**config.mk**
```make
export PLATFORM = sky130hd
export DESIGN_NAME = iterative_alu_flat
export DESIGN_NICKNAME = d
export VERILOG_FILES = /design/src/rtl/iterative_alu_pkg.sv /design/src/rtl/iterative_alu_if.sv /design/src/rtl/iterative_alu_muldiv.sv /design/src/rtl/iterative_alu.sv /design/src/flat_wrapper.sv
export SDC_FILE = /design/constraint.sdc
export NUM_CORES = 1
export LEC_CHECK = 0
export ABC_AREA = 1
export CORE_UTILIZATION = 50
export DETAILED_ROUTE_END_ITERATION = 16
export PLACE_DENSITY = 0.72
export SLEW_MARGIN = 10
export SYNTH_ARGS = -nofsm -noshare
export SYNTH_HDL_FRONTEND = slang
export SYNTH_SLANG_ARGS = --single-unit
```
**constraint.sdc**
```tcl
create_clock -name Clk -period 2.5 [get_ports Clk]
set_input_delay 0.625 -clock Clk [delete_from_list [all_inputs] [get_ports Clk]]
set_output_delay 0.625 -clock Clk [all_outputs]
set_load 0.01 [all_outputs]
```
**src/rtl/iterative_alu_pkg.sv**
```systemverilog
// Shared definitions for the iterative ALU: opcodes, flag bit positions, FSM states.
// Latency: n/a (constants and types only).
// Backpressure: n/a.
package alu_defs;

   // Opcode map (5-bit); any code not listed here is illegal.
   localparam logic [4:0] OP_NOP  = 5'b00000;
   localparam logic [4:0] OP_ADD  = 5'b00001;
   localparam logic [4:0] OP_SUB  = 5'b00010;
   localparam logic [4:0] OP_MUL  = 5'b00011;
   localparam logic [4:0] OP_DIV  = 5'b00100;
   localparam logic [4:0] OP_SHL  = 5'b00101;
   localparam logic [4:0] OP_SHR  = 5'b00110;
   localparam logic [4:0] OP_ROL  = 5'b00111;
   localparam logic [4:0] OP_ROR  = 5'b01000;
   localparam logic [4:0] OP_AND  = 5'b01001;
   localparam logic [4:0] OP_XOR  = 5'b01011;
   localparam logic [4:0] OP_OR   = 5'b01101;
   localparam logic [4:0] OP_NAND = 5'b01110;
   localparam logic [4:0] OP_XNOR = 5'b01111;
   localparam logic [4:0] OP_GTH  = 5'b10000;
   localparam logic [4:0] OP_EQU  = 5'b10001;

   // Bit positions inside the Flags vector.
   localparam int FLAG_Z = 0;
   localparam int FLAG_C = 1;
   localparam int FLAG_N = 2;
   localparam int FLAG_E = 3;

   // Control FSM: EXEC for one-cycle ops, ITER while mul/div steps, DONE to capture.
   typedef enum logic [1:0] {
      ST_IDLE = 2'd0,
      ST_EXEC = 2'd1,
      ST_ITER = 2'd2,
      ST_DONE = 2'd3
   } state_e;

endpackage

```
**src/rtl/iterative_alu_if.sv**
```systemverilog
// Request/result bundle between the instruction decoder and the iterative ALU.
// Latency: n/a (wiring only).
// Backpressure: Start is honoured only while Ready=1; nothing is queued.
interface iterative_alu_if #(
   parameter int WIDTH           = 8,
   parameter int INSTR_BIT_WIDTH = 5,
   parameter int FLAGS_COUNT     = 4
);
   logic                       Start;
   logic [INSTR_BIT_WIDTH-1:0] Instruction;
   logic [WIDTH-1:0]           InputA;
   logic [WIDTH-1:0]           InputB;
   logic [WIDTH-1:0]           ResultA;
   logic [WIDTH-1:0]           ResultB;
   logic [FLAGS_COUNT-1:0]     Flags;
   logic                       Ready;

   // Requester side (decoder / bench).
   modport master (
      output Start, Instruction, InputA, InputB,
      input  ResultA, ResultB, Flags, Ready
   );

   // ALU side.
   modport slave (
      input  Start, Instruction, InputA, InputB,
      output ResultA, ResultB, Flags, Ready
   );
endinterface

```
**src/rtl/iterative_alu_muldiv.sv**
```systemverilog
// Shift-add multiplier / restoring divider sharing one 2*WIDTH accumulator and step counter.
// Latency: Go at edge k, WIDTH steps on edges k+1..k+WIDTH; Done is high during the last step cycle.
// Backpressure: none; a Go restarts the unit, the caller guarantees one op in flight.
module iterative_muldiv #(
   parameter int WIDTH = 8
) (
   input  logic             Clk,
   input  logic             Rst,
   input  logic             Go,
   input  logic             IsDiv,
   input  logic [WIDTH-1:0] A,
   input  logic [WIDTH-1:0] B,
   output logic [WIDTH-1:0] Hi,
   output logic [WIDTH-1:0] Lo,
   output logic             Done
);
   localparam int CW = $clog2(WIDTH) + 1;

   // acc holds {partial product, multiplier} for MUL and {remainder, dividend/quotient} for DIV.
   logic [2*WIDTH-1:0] acc;
   logic [2*WIDTH-1:0] acc_nxt;
   logic [WIDTH-1:0]   opnd;
   logic               is_div;
   logic               run;
   logic [CW-1:0]      cnt;
   logic [WIDTH:0]     add_t;
   logic [WIDTH:0]     rem_t;
   logic [WIDTH:0]     sub_t;

   assign Hi   = acc[2*WIDTH-1:WIDTH];
   assign Lo   = acc[WIDTH-1:0];
   assign Done = run && (cnt == CW'(WIDTH - 1));

   // One multiply or divide step; the extra top bit of add_t/sub_t is carry/borrow.
   always_comb begin
      add_t = {1'b0, acc[2*WIDTH-1:WIDTH]} + {1'b0, opnd};
      rem_t = {acc[2*WIDTH-1:WIDTH], acc[WIDTH-1]};
      sub_t = rem_t - {1'b0, opnd};
      if (is_div) begin
         if (!sub_t[WIDTH]) begin
            acc_nxt = {sub_t[WIDTH-1:0], acc[WIDTH-2:0], 1'b1};
         end else begin
            acc_nxt = {rem_t[WIDTH-1:0], acc[WIDTH-2:0], 1'b0};
         end
      end else if (acc[0]) begin
         acc_nxt = {add_t, acc[WIDTH-1:1]};
      end else begin
         acc_nxt = {1'b0, acc[2*WIDTH-1:1]};
      end
   end

   // Load on Go, then step until the counter reaches WIDTH; counter never wraps within one op.
   always_ff @(posedge Clk or posedge Rst) begin
      if (Rst) begin
         acc    <= '0;
         opnd   <= '0;
         is_div <= 1'b0;
         run    <= 1'b0;
         cnt    <= '0;
      end else if (Go) begin
         acc    <= {{WIDTH{1'b0}}, A};
         opnd   <= B;
         is_div <= IsDiv;
         run    <= 1'b1;
         cnt    <= '0;
      end else if (run) begin
         acc <= acc_nxt;
         cnt <= cnt + 1'b1;
         if (Done) begin
            run <= 1'b0;
         end
      end
   end

endmodule

```
**src/rtl/iterative_alu.sv**
```systemverilog
// Multi-cycle ALU: one-cycle logic/arith/shift ops plus iterative MUL/DIV with double-width results.
// Latency: 1 busy cycle for single-cycle ops, NOP, illegal and DIV-by-0; WIDTH+1 for MUL/DIV.
// Backpressure: Ready=0 while busy; Start is ignored (not queued) until Ready returns to 1.
module iterative_alu #(
   parameter int WIDTH           = 8,
   parameter int INSTR_BIT_WIDTH = 5,
   parameter int FLAGS_COUNT     = 4
) (
   input logic           Clk,
   input logic           Rst,
   iterative_alu_if.slave bus
);
   import alu_defs::*;

   localparam int SHW = $clog2(WIDTH);

   state_e                 state;
   logic [4:0]             op_q;
   logic                   op_bad_q;
   logic [WIDTH-1:0]       a_q;
   logic [WIDTH-1:0]       b_q;
   logic [WIDTH-1:0]       res_a;
   logic [WIDTH-1:0]       res_b;
   logic [FLAGS_COUNT-1:0] flags;
   logic                   ready;

   logic [4:0]             in_op;
   logic                   in_op_hi;
   logic                   in_iter;
   logic                   md_go;
   logic [WIDTH-1:0]       md_hi;
   logic [WIDTH-1:0]       md_lo;
   logic                   md_done;

   logic [WIDTH:0]         sum;
   logic [WIDTH:0]         diff;
   logic [SHW-1:0]         amt;
   logic [WIDTH-1:0]       ex_a;
   logic [WIDTH-1:0]       ex_b;
   logic                   ex_c;
   logic                   ex_e;
   logic                   ex_nop;
   logic                   ex_illegal;

   assign bus.ResultA = res_a;
   assign bus.ResultB = res_b;
   assign bus.Flags   = flags;
   assign bus.Ready   = ready;

   // Opcode bits above the 5-bit map make the instruction illegal.
   assign in_op = bus.Instruction[4:0];
   generate
      if (INSTR_BIT_WIDTH > 5) begin : g_wide_op
         assign in_op_hi = |bus.Instruction[INSTR_BIT_WIDTH-1:5];
      end else begin : g_narrow_op
         assign in_op_hi = 1'b0;
      end
   endgenerate

   // DIV by zero takes the one-cycle path so it never starts the iterator.
   assign in_iter = !in_op_hi && ((in_op == OP_MUL) || ((in_op == OP_DIV) && (bus.InputB != '0)));
   assign md_go   = (state == ST_IDLE) && bus.Start && in_iter;

   iterative_muldiv #(.WIDTH(WIDTH)) u_muldiv (
      .Clk   (Clk),
      .Rst   (Rst),
      .Go    (md_go),
      .IsDiv (in_op == OP_DIV),
      .A     (bus.InputA),
      .B     (bus.InputB),
      .Hi    (md_hi),
      .Lo    (md_lo),
      .Done  (md_done)
   );

   function automatic logic [FLAGS_COUNT-1:0] mk_flags(input logic [WIDTH-1:0] r,
                                                       input logic c, input logic e);
      mk_flags         = '0;
      mk_flags[FLAG_Z] = (r == '0);
      mk_flags[FLAG_C] = c;
      mk_flags[FLAG_N] = r[WIDTH-1];
      mk_flags[FLAG_E] = e;
   endfunction

   function automatic logic [WIDTH-1:0] rot_l(input logic [WIDTH-1:0] x, input logic [SHW-1:0] n);
      rot_l = '0;
      for (int i = 0; i < WIDTH; i++) rot_l[(i + int'(n)) % WIDTH] = x[i];
   endfunction

   function automatic logic [WIDTH-1:0] rot_r(input logic [WIDTH-1:0] x, input logic [SHW-1:0] n);
      rot_r = '0;
      for (int i = 0; i < WIDTH; i++) rot_r[i] = x[(i + int'(n)) % WIDTH];
   endfunction

   // Single-cycle datapath on the latched operands.
   always_comb begin
      sum        = {1'b0, a_q} + {1'b0, b_q};
      diff       = {1'b0, a_q} - {1'b0, b_q};
      amt        = b_q[SHW-1:0];
      ex_a       = res_a;
      ex_b       = '0;
      ex_c       = 1'b0;
      ex_e       = 1'b0;
      ex_nop     = 1'b0;
      ex_illegal = 1'b0;
      if (op_bad_q) begin
         ex_illegal = 1'b1;
      end else begin
         case (op_q)
            OP_NOP:  ex_nop = 1'b1;
            OP_ADD:  begin ex_a = sum[WIDTH-1:0];  ex_c = sum[WIDTH];  end
            OP_SUB:  begin ex_a = diff[WIDTH-1:0]; ex_c = diff[WIDTH]; end
            OP_DIV:  begin ex_a = '1; ex_b = a_q; ex_e = 1'b1; end
            OP_SHL:  ex_a = a_q << amt;
            OP_SHR:  ex_a = a_q >> amt;
            OP_ROL:  ex_a = rot_l(a_q, amt);
            OP_ROR:  ex_a = rot_r(a_q, amt);
            OP_AND:  ex_a = a_q & b_q;
            OP_XOR:  ex_a = a_q ^ b_q;
            OP_OR:   ex_a = a_q | b_q;
            OP_NAND: ex_a = ~(a_q & b_q);
            OP_XNOR: ex_a = ~(a_q ^ b_q);
            OP_GTH:  ex_a = (a_q > b_q)  ? '1 : '0;
            OP_EQU:  ex_a = (a_q == b_q) ? '1 : '0;
            // MUL never reaches EXEC; treating it as illegal keeps the decode total.
            default: ex_illegal = 1'b1;
         endcase
      end
   end

   // Control FSM with registered results, flags and Ready.
   always_ff @(posedge Clk or posedge Rst) begin
      if (Rst) begin
         state    <= ST_IDLE;
         op_q     <= OP_NOP;
         op_bad_q <= 1'b0;
         a_q      <= '0;
         b_q      <= '0;
         res_a    <= '0;
         res_b    <= '0;
         flags    <= '0;
         ready    <= 1'b1;
      end else begin
         case (state)
            ST_IDLE: begin
               if (bus.Start) begin
                  op_q     <= in_op;
                  op_bad_q <= in_op_hi;
                  a_q      <= bus.InputA;
                  b_q      <= bus.InputB;
                  ready    <= 1'b0;
                  state    <= in_iter ? ST_ITER : ST_EXEC;
               end
            end
            ST_EXEC: begin
               if (ex_illegal) begin
                  flags[FLAG_E] <= 1'b1;
               end else if (!ex_nop) begin
                  res_a <= ex_a;
                  res_b <= ex_b;
                  flags <= mk_flags(ex_a, ex_c, ex_e);
               end
               ready <= 1'b1;
               state <= ST_IDLE;
            end
            ST_ITER: begin
               if (md_done) begin
                  state <= ST_DONE;
               end
            end
            ST_DONE: begin
               res_a <= md_lo;
               res_b <= md_hi;
               flags <= mk_flags(md_lo, (op_q == OP_MUL) && (md_hi != '0), 1'b0);
               ready <= 1'b1;
               state <= ST_IDLE;
            end
            default: state <= ST_IDLE;
         endcase
      end
   end

endmodule

```
**src/flat_wrapper.sv**
```systemverilog
// flat-port wrapper written by rule: the top's interface ports become plain ports
module iterative_alu_flat import alu_defs::*;
#(
   parameter int WIDTH           = 8,
   parameter int INSTR_BIT_WIDTH = 5,
   parameter int FLAGS_COUNT     = 4
)
  (Clk, Rst, bus_Start, bus_Instruction, bus_InputA, bus_InputB, bus_ResultA, bus_ResultB, bus_Flags, bus_Ready);
  iterative_alu_if #(.WIDTH(WIDTH), .INSTR_BIT_WIDTH(INSTR_BIT_WIDTH), .FLAGS_COUNT(FLAGS_COUNT)) bus_i ();
  input logic Clk;
  input logic Rst;
  input wire logic [$bits(bus_i.Start)-1:0] bus_Start;
  input wire logic [$bits(bus_i.Instruction)-1:0] bus_Instruction;
  input wire logic [$bits(bus_i.InputA)-1:0] bus_InputA;
  input wire logic [$bits(bus_i.InputB)-1:0] bus_InputB;
  output wire logic [$bits(bus_i.ResultA)-1:0] bus_ResultA;
  output wire logic [$bits(bus_i.ResultB)-1:0] bus_ResultB;
  output wire logic [$bits(bus_i.Flags)-1:0] bus_Flags;
  output wire logic [$bits(bus_i.Ready)-1:0] bus_Ready;
  assign bus_i.Start = bus_Start;
  assign bus_i.Instruction = bus_Instruction;
  assign bus_i.InputA = bus_InputA;
  assign bus_i.InputB = bus_InputB;
  assign bus_ResultA = bus_i.ResultA;
  assign bus_ResultB = bus_i.ResultB;
  assign bus_Flags = bus_i.Flags;
  assign bus_Ready = bus_i.Ready;
  iterative_alu #(.WIDTH(WIDTH), .INSTR_BIT_WIDTH(INSTR_BIT_WIDTH), .FLAGS_COUNT(FLAGS_COUNT)) u_core (.Clk(Clk), .Rst(Rst), .bus(bus_i));
endmodule
```
==> flow_metrics.tcl, run 1 <==
set metrics [dict create \
    fin_crit_ns 2.51 \
    synth_area_um2 7470 \
    insertion_delay_ns 0.34 \
    cp_top_family "simple AND/OR/NAND/NOR gates" \
    pre_cts_ws_ns -0.0653 \
    gp_congestion 1.00 \
    syn_area_per_cell_um2 6.20 \
    maxCapViolations 0 \
    die_w_um 124 \
    final-setup-viol-count 2 \
    path_clk_slew_ns 0.06 \
    cts.sink_count 73 \
    grt-ovfl-total 0 \
    finClkSkew_ns 0.00753 \
    fin_nets 1421 \
    cts_tree "built" \
    grt_use_total_pct 34.9 \
    die-area_um2 15400 \
    required_ns 2.72 \
    regToRegSetupSlack_ns -0.01 \
    port_buffers 44 \
    final_core_util_pct 64.9 \
    mostFrequentLayoutCell "nand2_1" \
    grt_pass1_vias 7768 \
    die_h_um 124 \
    finalWirelength_um 26000 \
    via_count 8610 \
    vias_per_cell 5.61 \
    pwr_density_cell_nw_per_um2 1090 \
    worstSetupPathDepth 17 \
    num_io_pins 45 \
    grt_pass1_wl_um 40600 \
    start_util_pct 51.4 \
    layout_common_cells "nand2_1, inv_1, buf_4" \
    yosysWarnings 0 \
    route.detailed.drc 0 \
    worstMarginPinSlew_ns 0.733 \
    dpl.hpwl_um 20400 \
    layout-drive-gt1-share_pct 18.5 \
    rr_endpoint "u_core.u_muldiv.acc[10]" \
    core.rowCount 44 \
    leakage_nw 4.77 \
    dpl-instance-area_um2 8850 \
    ir_drop_mv 0.705 \
    antenna_found_initial 0 \
    first_pass_iters 5 \
    cp-end-kind "flop" \
    async_flop_share_pct 100 \
    ys_seq_area_share_pct 24.5 \
    grt_max_degree 45 \
    cts_made_buffers 9 \
    totalNegativeSetupSlack_ns -0.0253 \
    slew_viol_final 0 \
    ys.flop_type "dfrtp_1" \
    crit_buf_inv 3 \
    root_buffer "clkbuf_16" \
    n_antenna_cell 0 \
    synthesis.nets 1281 \
    routedWlPerCell_um 16.9 \
    fmax_mhz 398 \
    fillers 1364 \
    violations "negative setup slack" \
    hold_path_class "flop to flop" \
    worst_slack_ns -0.0141 \
    synth_edf_count 0 \
    critPathSlowestCell "fa_2" \
    r2r_start "u_core.u_muldiv.acc[7]" \
    min_path_cells 1 \
    drt_iter0_markers 1035 \
    dp.cells 1511 \
    coreArea_um2 14500 \
    endpoint "u_core.u_muldiv.acc[10]" \
    crit_chain "inv_2 > ha_4 > inv_4 > fa_2 > nand3_2 > nand3_2 > a21oi_2 > o21bai_1 > nand2_2 > a21oi_2 > o21bai_1 > nand2_2 > buf_6 > nand2_1 > nand3_1 > nand3_1 > o21ai_1" \
    slew_headroom_pct 51.2 \
    cts.path.max_buffers 2 \
    syn_inst 1205 \
    reg2reg_depth 17 \
    htreeDepth 3 \
    outcome "finished, violations left" \
    stdcell_count 1534 \
    startpoint "u_core.u_muldiv.acc[7]" \
    ys_types 48 \
    rsz0062_at_grt "true" \
    cp-start-kind "flop" \
    detail-route-antenna-nets 0 \
    critical_path_class "flop to flop" \
    hold_viol 0 \
    ys_ff_latch 73 \
    cp_slowest_stage_delay_ns 0.39 \
    hold_buffers 0 \
    stdcell_area_um2 9430 \
    cp_max_fo 8 \
    area_growth_pct 26.3 \
    fin_crit_sh_pct 101 \
    cp.arrival_ns 2.74 \
]
-- Yosys cell counts (all sizes together), types with 5 or more instances --
cell type | number | area share, %
dfrtp | 72 | 24
nand4 | 21 | 1.8
buf | 21 | 1.9
nor3 | 5 | 0.34
xor2 | 5 | 0.59
or2 | 7 | 0.62
a31oi | 15 | 1.8
nor2 | 123 | 7.0
o21ai | 112 | 7.6
a21oi | 50 | 3.4
nand2 | 379 | 19
ha | 48 | 8.0
o22ai | 10 | 1.3
inv | 162 | 8.2
o211ai | 9 | 0.97
nand3 | 104 | 7.0
clkbuf | 22 | 1.1
o221ai | 8 | 0.94
-- how the worst min path moves through the flow --
stage | from | end | slack (ns)
after detailed placement | u_core.u_muldiv.cnt[3] | u_core.state[0] | 0.50
after CTS | u_core.u_muldiv.cnt[3] | u_core.state[0] | 0.51
after global routing | u_core.bus.Ready | u_core.bus.Ready | 0.55
after global placement | u_core.bus.Ready | u_core.bus.Ready | 0.48
final | u_core.u_muldiv.cnt[3] | u_core.state[0] | 0.51
after floorplan | u_core.u_muldiv.cnt[1] | u_core.u_muldiv.cnt[1] | 0.47
-- final cells by class --
cell class	instances	area (um2)	area share (%)
flip-flops and latches	73	1830	19.4
clock inverters	2	12.5	0.133
well taps	184	230	2.44
clock buffers	14	264	2.80
multi-input cells	923	5030	53.3
repair buffers	172	1440	15.2
inverters	166	633	6.71
-- routing by layer --
layer / GRT usage (%) / part of all wire, % / wire length [um] / vias to the layer above
met2: 54.4 / 45 / 11700 / 430
li1: - / - / - / 4206
met4: 11.8 / 2.5 / 647 / 0
met1: 49.2 / 43 / 11300 / 3923
met3: 5.22 / 8.9 / 2310 / 51
met5: 0 / 0 / 0 / -
-- power breakdown --
group	switching [mW]	total, mW	internal, mW
clock network	0.483	1.21	0.725
logic	4.04	6.93	2.89
registers	0.487	2.12	1.64
total	5.01	10.3	5.25
-- registers in the layout, summed over array words and instances, names as in the netlist --
name	count
u_core.a_q	8
u_core.b_q	8
u_core.bus.Flags	4
u_core.bus.Ready	1
u_core.bus.ResultA	7
u_core.bus.ResultB	8
u_core.op_q	5
u_core.state	2
u_core.u_muldiv.acc	16
u_core.u_muldiv.cnt	4
u_core.u_muldiv.is_div	1
u_core.u_muldiv.opnd	8
u_core.u_muldiv.run	1
-- metrics by stage --
stage | hold WS (ns) | power, mW
after floorplan | 0.468 | 6.10
after CTS | 0.511 | 9.80
after global placement | 0.483 | 8.36
final | 0.506 | 10.3
after global routing | 0.547 | 11.1
after detailed placement | 0.496 | 8.46
-- what timing repair did --
action / CTS / global route
pin swaps: 2 / 33
setup endpoints to repair: 8 / 19
gates resized for setup: 15 / 63
setup buffers: 1 / 6
-- cells by family (layout without fill, tap and decap cells) --
| logic type | after synthesis | after routing | synth area share (%) |
|---|---|---|---|
| AND/OR/NAND/NOR | 651 | 651 | 37.3 |
| AO/OA/AOI/OAI | 214 | 214 | 17.0 |
| buffers and inverters | 209 | 354 | 11.4 |
| flip-flops | 73 | 73 | 24.5 |
| adder cells (fa/ha/maj) | 52 | 52 | 9.12 |
| XOR/XNOR | 6 | 6 | 0.704 |
(Power assumes the default switching activity.)
==> run 2, diff against run 1 <==
--- a/config.mk
+++ b/config.mk
@@ -6,9 +6,10 @@
 export NUM_CORES = 1
 export LEC_CHECK = 0
 export ABC_AREA = 1
-export CORE_UTILIZATION = 50
+export CORE_UTILIZATION = 55
+export CTS_CLUSTER_DIAMETER = 40
 export DETAILED_ROUTE_END_ITERATION = 16
-export PLACE_DENSITY = 0.72
+export PLACE_DENSITY = 0.78
 export SLEW_MARGIN = 10
 export SYNTH_ARGS = -nofsm -noshare
 export SYNTH_HDL_FRONTEND = slang
==> run 2 against run 1 <==
The flow still finishes with violations (negative setup slack). Worst hold slack got worse by 0.011 ns. Die area fell by 8.9%. Largest cell class unchanged. Power rose by 6.3%. Clock power rose by 26%.
==> flow_metrics.tcl, run 2 (synthesis results as in run 1) <==
set metrics [dict create \
    slew_viol_final 0 \
    whs_endpoint "u_core.bus.Ready" \
    area_growth_pct 29.3 \
    num_io_pins 45 \
    fmax_mhz 396 \
    path_clk_slew_ns 0.06 \
    core.rowCount 42 \
    min_path_cells 2 \
    reg2reg_depth 17 \
    fillers 1120 \
    mostFrequentLayoutCell "nand2_1" \
    route.detailed.drc 0 \
    critical_path_class "flop to flop" \
    final-setup-viol-count 3 \
    stdcell_area_um2 9660 \
    antenna_found_initial 0 \
    cp_slowest_stage_delay_ns 0.40 \
    stdcell_count 1534 \
    worst_slack_ns -0.0250 \
    drt_iter0_markers 1121 \
    final_core_util_pct 72.9 \
    insertion_delay_ns 0.34 \
    cp_top_family "compound AO/OA/AOI/OAI gates" \
    dp.cells 1511 \
    r2r_start "u_core.u_muldiv.acc[7]" \
    htreeDepth 3 \
    maxCapViolations 0 \
    critPathSlowestCell "fa_2" \
    grt_use_total_pct 38.4 \
    grt_max_degree 51 \
    outcome "finished, violations left" \
    cts_tree "built" \
    fin_nets 1429 \
    die_w_um 119 \
    cp-start-kind "flop" \
    multi_input_area_um2 5090 \
    cts.path.max_buffers 2 \
    hold_buffers 0 \
    root_buffer "clkbuf_16" \
    dpl.hpwl_um 20800 \
    grt-ovfl-total 0 \
    layout-drive-gt1-share_pct 20.8 \
    violations "negative setup slack" \
    slew_headroom_pct 44.8 \
    grt_pass1_vias 8076 \
    hold_viol 0 \
    cp_max_fo 5 \
    rsz0062_at_grt "true" \
    rr_endpoint "u_core.u_muldiv.acc[14]" \
    required_ns 2.73 \
    crit_buf_inv 3 \
    max_flop_register "u_core.u_muldiv.acc" \
    cp.arrival_ns 2.75 \
    min_from "u_core.bus.Ready" \
    n_antenna_cell 0 \
    ir_drop_mv 0.935 \
    worstSetupPathDepth 17 \
    die-area_um2 14000 \
    layout_common_cells "nand2_1, inv_1, buf_4" \
    leakage_nw 4.88 \
    cts_made_buffers 9 \
    start_util_pct 56.4 \
    hold_path_class "flop to flop" \
    detail-route-antenna-nets 0 \
    seqCellArea_um2 1830 \
    vias_per_cell 5.72 \
    port_buffers 44 \
    dpl-instance-area_um2 8900 \
    gp_congestion 1.03 \
    largest_reg_flops 16 \
    routedWlPerCell_um 17.5 \
    finalWirelength_um 26900 \
    first_pass_iters 6 \
    die_h_um 119 \
    coreArea_um2 13200 \
    fin_crit_ns 2.52 \
    totalNegativeSetupSlack_ns -0.0481 \
    finClkSkew_ns 0.00676 \
    worstMarginPinSlew_ns 0.828 \
    via_count 8769 \
    cts.sink_count 73 \
    crit_chain "inv_2 > ha_4 > inv_4 > fa_2 > nand3_2 > nand3_2 > a21oi_2 > o21bai_1 > nand2_1 > a21oi_2 > o21bai_1 > nand2_2 > buf_6 > nand3_1 > o211ai_1 > nand2_1 > o21ai_1" \
    regToRegSetupSlack_ns -0.02 \
    grt_pass1_wl_um 41800 \
    pwr_density_cell_nw_per_um2 1130 \
    cp-end-kind "flop" \
    fin_crit_sh_pct 101 \
]
## run 2: cell types whose count changed in the layout (fill, tap and decap cells not counted), sizes merged
cell    before  now
buf        128  136
clkbuf      14    9
bufinv       0    3
inv        162  164
## run 2: worst max-delay path by stage
stage,startpoint,endpoint,slack [ns]
2_1_floorplan,Rst,u_core.a_q[0],0.02
3_3_place_gp,bus_InputB[4],u_core.u_muldiv.acc[14],-0.05
3_5_place_dp,bus_InputB[4],u_core.u_muldiv.acc[13],-0.08
4_1_cts,u_core.b_q[1],u_core.bus.ResultA[3],-0.05
5_1_grt,u_core.b_q[7],u_core.bus.ResultA[6],-0.14
6_report,u_core.u_muldiv.acc[7],u_core.u_muldiv.acc[14],-0.02
## run 2: final cells by class
class | instances | share of cell area (%)
clock buffer | 9 | 2.33
clock inverter | 7 | 1.30
inverter | 166 | 6.57
multi-input combinational | 923 | 52.7
sequential | 73 | 18.9
tap | 176 | 2.28
timing repair buffer | 180 | 15.8
## run 2: what timing repair did
| item | CTS | global route |
|---|---|---|
| hold endpoints to repair | 0 | 0 |
| resized for setup | 10 | 99 |
| setup endpoints to repair | 7 | 18 |
| buffers inserted | 1 | 7 |
| pin swaps | 2 | 29 |
## run 2: worst register-to-register path, delay by kind of cell (launching register included)
| kind | cells | cell delay, ns |
|---|---|---|
| AOI/OAI and AO/OA | 6 | 0.62 |
| adders and majority gates | 2 | 0.54 |
| buffers and inverters | 3 | 0.28 |
| DFF | 1 | 0.39 |
| and+or+nand+nor | 6 | 0.57 |
## run 2: stage by stage
stage / worst slack [ns] / hold WS, ns / total power, mW
final: -0.0250 / 0.496 / 10.9
after global routing: -0.137 / 0.509 / 11.7
after CTS: -0.0492 / 0.504 / 10.2
after detailed placement: -0.0822 / 0.496 / 8.53
after global placement: -0.0452 / 0.485 / 8.44
after floorplan: 0.0234 / 0.468 / 6.10
## run 2: metal layers
| metal | GRT usage (%) | part of all wire [%] | up-vias |
|---|---|---|---|
| li1 | - | - | 4221 |
| met1 | 53.1 | 42 | 3975 |
| met2 | 58.6 | 44 | 490 |
| met3 | 8.54 | 9.8 | 83 |
| met4 | 14.1 | 3.7 | 0 |
| met5 | 0 | 0 | - |
## run 2: power by group
group,internal [mW],total (mW),switching [mW],leakage (nW)
Combinational,3.01,7.23,4.22,3.82
Clock,0.985,1.52,0.538,0.171
Sequential,1.63,2.16,0.528,0.888
Total,5.63,10.9,5.29,4.88
==> run 3, diff against run 2 <==
--- a/config.mk
+++ b/config.mk
@@ -6,8 +6,10 @@
 export NUM_CORES = 1
 export LEC_CHECK = 0
 export ABC_AREA = 1
+export CORE_MARGIN = 8
 export CORE_UTILIZATION = 55
 export CTS_CLUSTER_DIAMETER = 40
+export CTS_CLUSTER_SIZE = 10
 export DETAILED_ROUTE_END_ITERATION = 16
 export PLACE_DENSITY = 0.78
 export SLEW_MARGIN = 10
==> run 3 against run 2 <==
The run now ends clean. Core utilization shrank 1.4 points. Wire length rose by 0.26%. Critical path depth shrank 2. Cell count fell by 1.1%. Non-clock buffer count down 17. Clock power is 3% lower. First-iteration DRC count increased by 14%. Critical endpoint is now u_core.bus.Flags[0].
==> flow_metrics.tcl, run 3 (synthesis results as in run 1) <==
set metrics [dict create \
    max_flop_register "u_core.u_muldiv.acc" \
    fin_nets 1412 \
    core.rowCount 42 \
    drt-met1-wl_um 11100 \
    drt_iter0_markers 1282 \
    layout-drive-gt1-share_pct 19.4 \
    final-setup-viol-count 0 \
    ir_drop_mv 0.870 \
    grt_pass1_wl_um 42300 \
    root_buffer "clkbuf_16" \
    cts.path.max_buffers 2 \
    whs_endpoint "u_core.bus.Ready" \
    largest_reg_flops 16 \
    cts_tree "built" \
    cp-end-kind "flop" \
    hold_viol 0 \
    via_count 8794 \
    pwr_density_cell_nw_per_um2 1140 \
    hold_ws_ns 0.503 \
    r2r_start "u_core.b_q[0]" \
    dpl.hpwl_um 20400 \
    first_pass_iters 9 \
    htreeDepth 3 \
    gp_congestion 1.02 \
    cts_made_buffers 9 \
    reg2reg_depth 15 \
    slew_viol_final 0 \
    fin_crit_sh_pct 100 \
    detail-route-antenna-nets 0 \
    finalWirelength_um 27000 \
    mostFrequentLayoutCell "nand2_1" \
    crit_top_cell "nand2_1" \
    min_from "u_core.bus.Ready" \
    met2_length_um 11900 \
    cp-start-kind "flop" \
    fin_crit_ns 2.50 \
    start_util_pct 56.4 \
    worst_slack_ns 0.000253 \
    rsz0062_at_grt "true" \
    rr_endpoint "u_core.bus.Flags[0]" \
    grt-ovfl-total 0 \
    finClkSkew_ns 0.00445 \
    outcome "finished clean" \
    worstMarginPinSlew_ns 0.839 \
    die-area_um2 17600 \
    num_io_pins 45 \
    required_ns 2.77 \
    hold_path_class "flop to flop" \
    vias_per_cell 5.80 \
    grt_max_degree 74 \
    fmax_mhz 400 \
    path_clk_slew_ns 0.06 \
    pre_cts_ws_ns -0.140 \
    leakage_nw 4.78 \
    die_h_um 133 \
    coreArea_um2 13200 \
    die_w_um 133 \
    grt_pass1_vias 8096 \
    min_path_cells 2 \
    grt_use_total_pct 29.8 \
    cts.sink_count 73 \
    antenna_found_initial 0 \
    cp.arrival_ns 2.77 \
    slew_headroom_pct 44.1 \
    regToRegSetupSlack_ns 0.0003 \
    critical_path_class "flop to flop" \
    n_antenna_cell 0 \
    routedWlPerCell_um 17.8 \
    highest_layer "met4" \
    crit_chain "ha_1 > fa_2 > buf_4 > a21oi_1 > nand2_1 > nand2_1 > nor2_1 > nor2_1 > buf_4 > nand3_1 > nand2_1 > nand2_1 > nor2_1 > nand3_1 > a21oi_1" \
    port_buffers 44 \
    layout_common_cells "nand2_1, inv_1, buf_4" \
    maxCapViolations 0 \
    hold_buffers 0 \
    fillers 1169 \
    insertion_delay_ns 0.34 \
    route.detailed.drc 0 \
    area_growth_pct 26.9 \
    cp_slowest_stage_delay_ns 0.45 \
    wl_met3_um 2900 \
    cp_max_fo 4 \
    critPathSlowestCell "dfrtp_2" \
]
[run 3: changes by cell type in the layout (fill, tap and decap cells not counted), moves of 2 or more]
cell / before / now
buf_4: 126 / 109
nand2_1: 358 / 364
o21ai_1: 28 / 22
o21ai_0: 82 / 87
nand2_2: 15 / 12
nand2_4: 6 / 3
inv_6: 2 / 0
nand3_2: 12 / 14
nor2_1: 99 / 101
nor2_4: 2 / 0
[run 3: how the worst max path moves through the flow]
stage	startpoint	to	slack [ns]	depth (start not counted)
floorplan	Rst	u_core.a_q[0]	0.02	1
global placement	bus_InputB[4]	u_core.u_muldiv.acc[15]	-0.08	10
detailed placement	bus_Instruction[4]	u_core.u_muldiv.acc[7]	-0.14	12
CTS	u_core.a_q[2]	u_core.bus.Flags[0]	-0.02	20
global route	u_core.u_muldiv.acc[10]	u_core.u_muldiv.acc[14]	-0.23	14
finish	u_core.b_q[0]	u_core.bus.Flags[0]	0.0003	15
[run 3: through the flow]
| stage | cell area, um2 | instances | utilization, % | power (mW) | TNS (ns) |
|---|---|---|---|---|---|
| detailed placement | 8790 | 1497 | 66.4 | 8.47 | -1.96 |
| global route | 9480 | 1517 | 71.6 | 11.6 | -1.02 |
| CTS | 9200 | 1513 | 69.5 | 10.1 | -0.0190 |
| floorplan | 7480 | 1205 | - | 6.10 | 0 |
| global placement | 8790 | 1497 | 66.4 | 8.38 | -0.806 |
| finish | 9480 | 1517 | 71.6 | 10.8 | 0 |
[run 3: cell type report]
type | instances | area, um2 | share of cell area (%)
clock buffers | 9 | 225 | 2.38
well taps | 176 | 220 | 2.32
flip-flops and latches | 73 | 1830 | 19.3
clock inverters | 7 | 119 | 1.25
inverters | 166 | 633 | 6.68
multi-input cells | 923 | 5060 | 53.4
repair buffers | 163 | 1390 | 14.7
[run 3: where the power goes]
part	total, mW	leakage [nW]	internal, mW	switching [mW]
Combinational	7.24	3.73	2.96	4.28
Sequential	2.12	0.888	1.64	0.484
Clock	1.48	0.162	0.973	0.508
[run 3: critical path, delay by kind of cell (launching register included)]
| family | cells | cell delay, ns |
|---|---|---|
| AND/OR/NAND/NOR | 9 | 0.74 |
| buffers and inverters | 2 | 0.30 |
| flip-flops | 1 | 0.45 |
| adder cells (fa/ha/maj) | 2 | 0.65 |
| AO/OA/AOI/OAI | 2 | 0.29 |
[run 3: routing by layer]
layer	up-vias	GRT usage, %
li1	4189	-
met2	555	45.4
met4	0	12.6
met5	-	0
met1	3960	40.7
met3	90	5.15
[run 3: timing repair]
| item | 4_1_cts | 5_1_grt |
|---|---|---|
| buffers inserted | 0 | 4 |
| gates resized for setup | 17 | 81 |
| pin swaps | 3 | 31 |
| setup endpoints to repair | 15 | 26 |
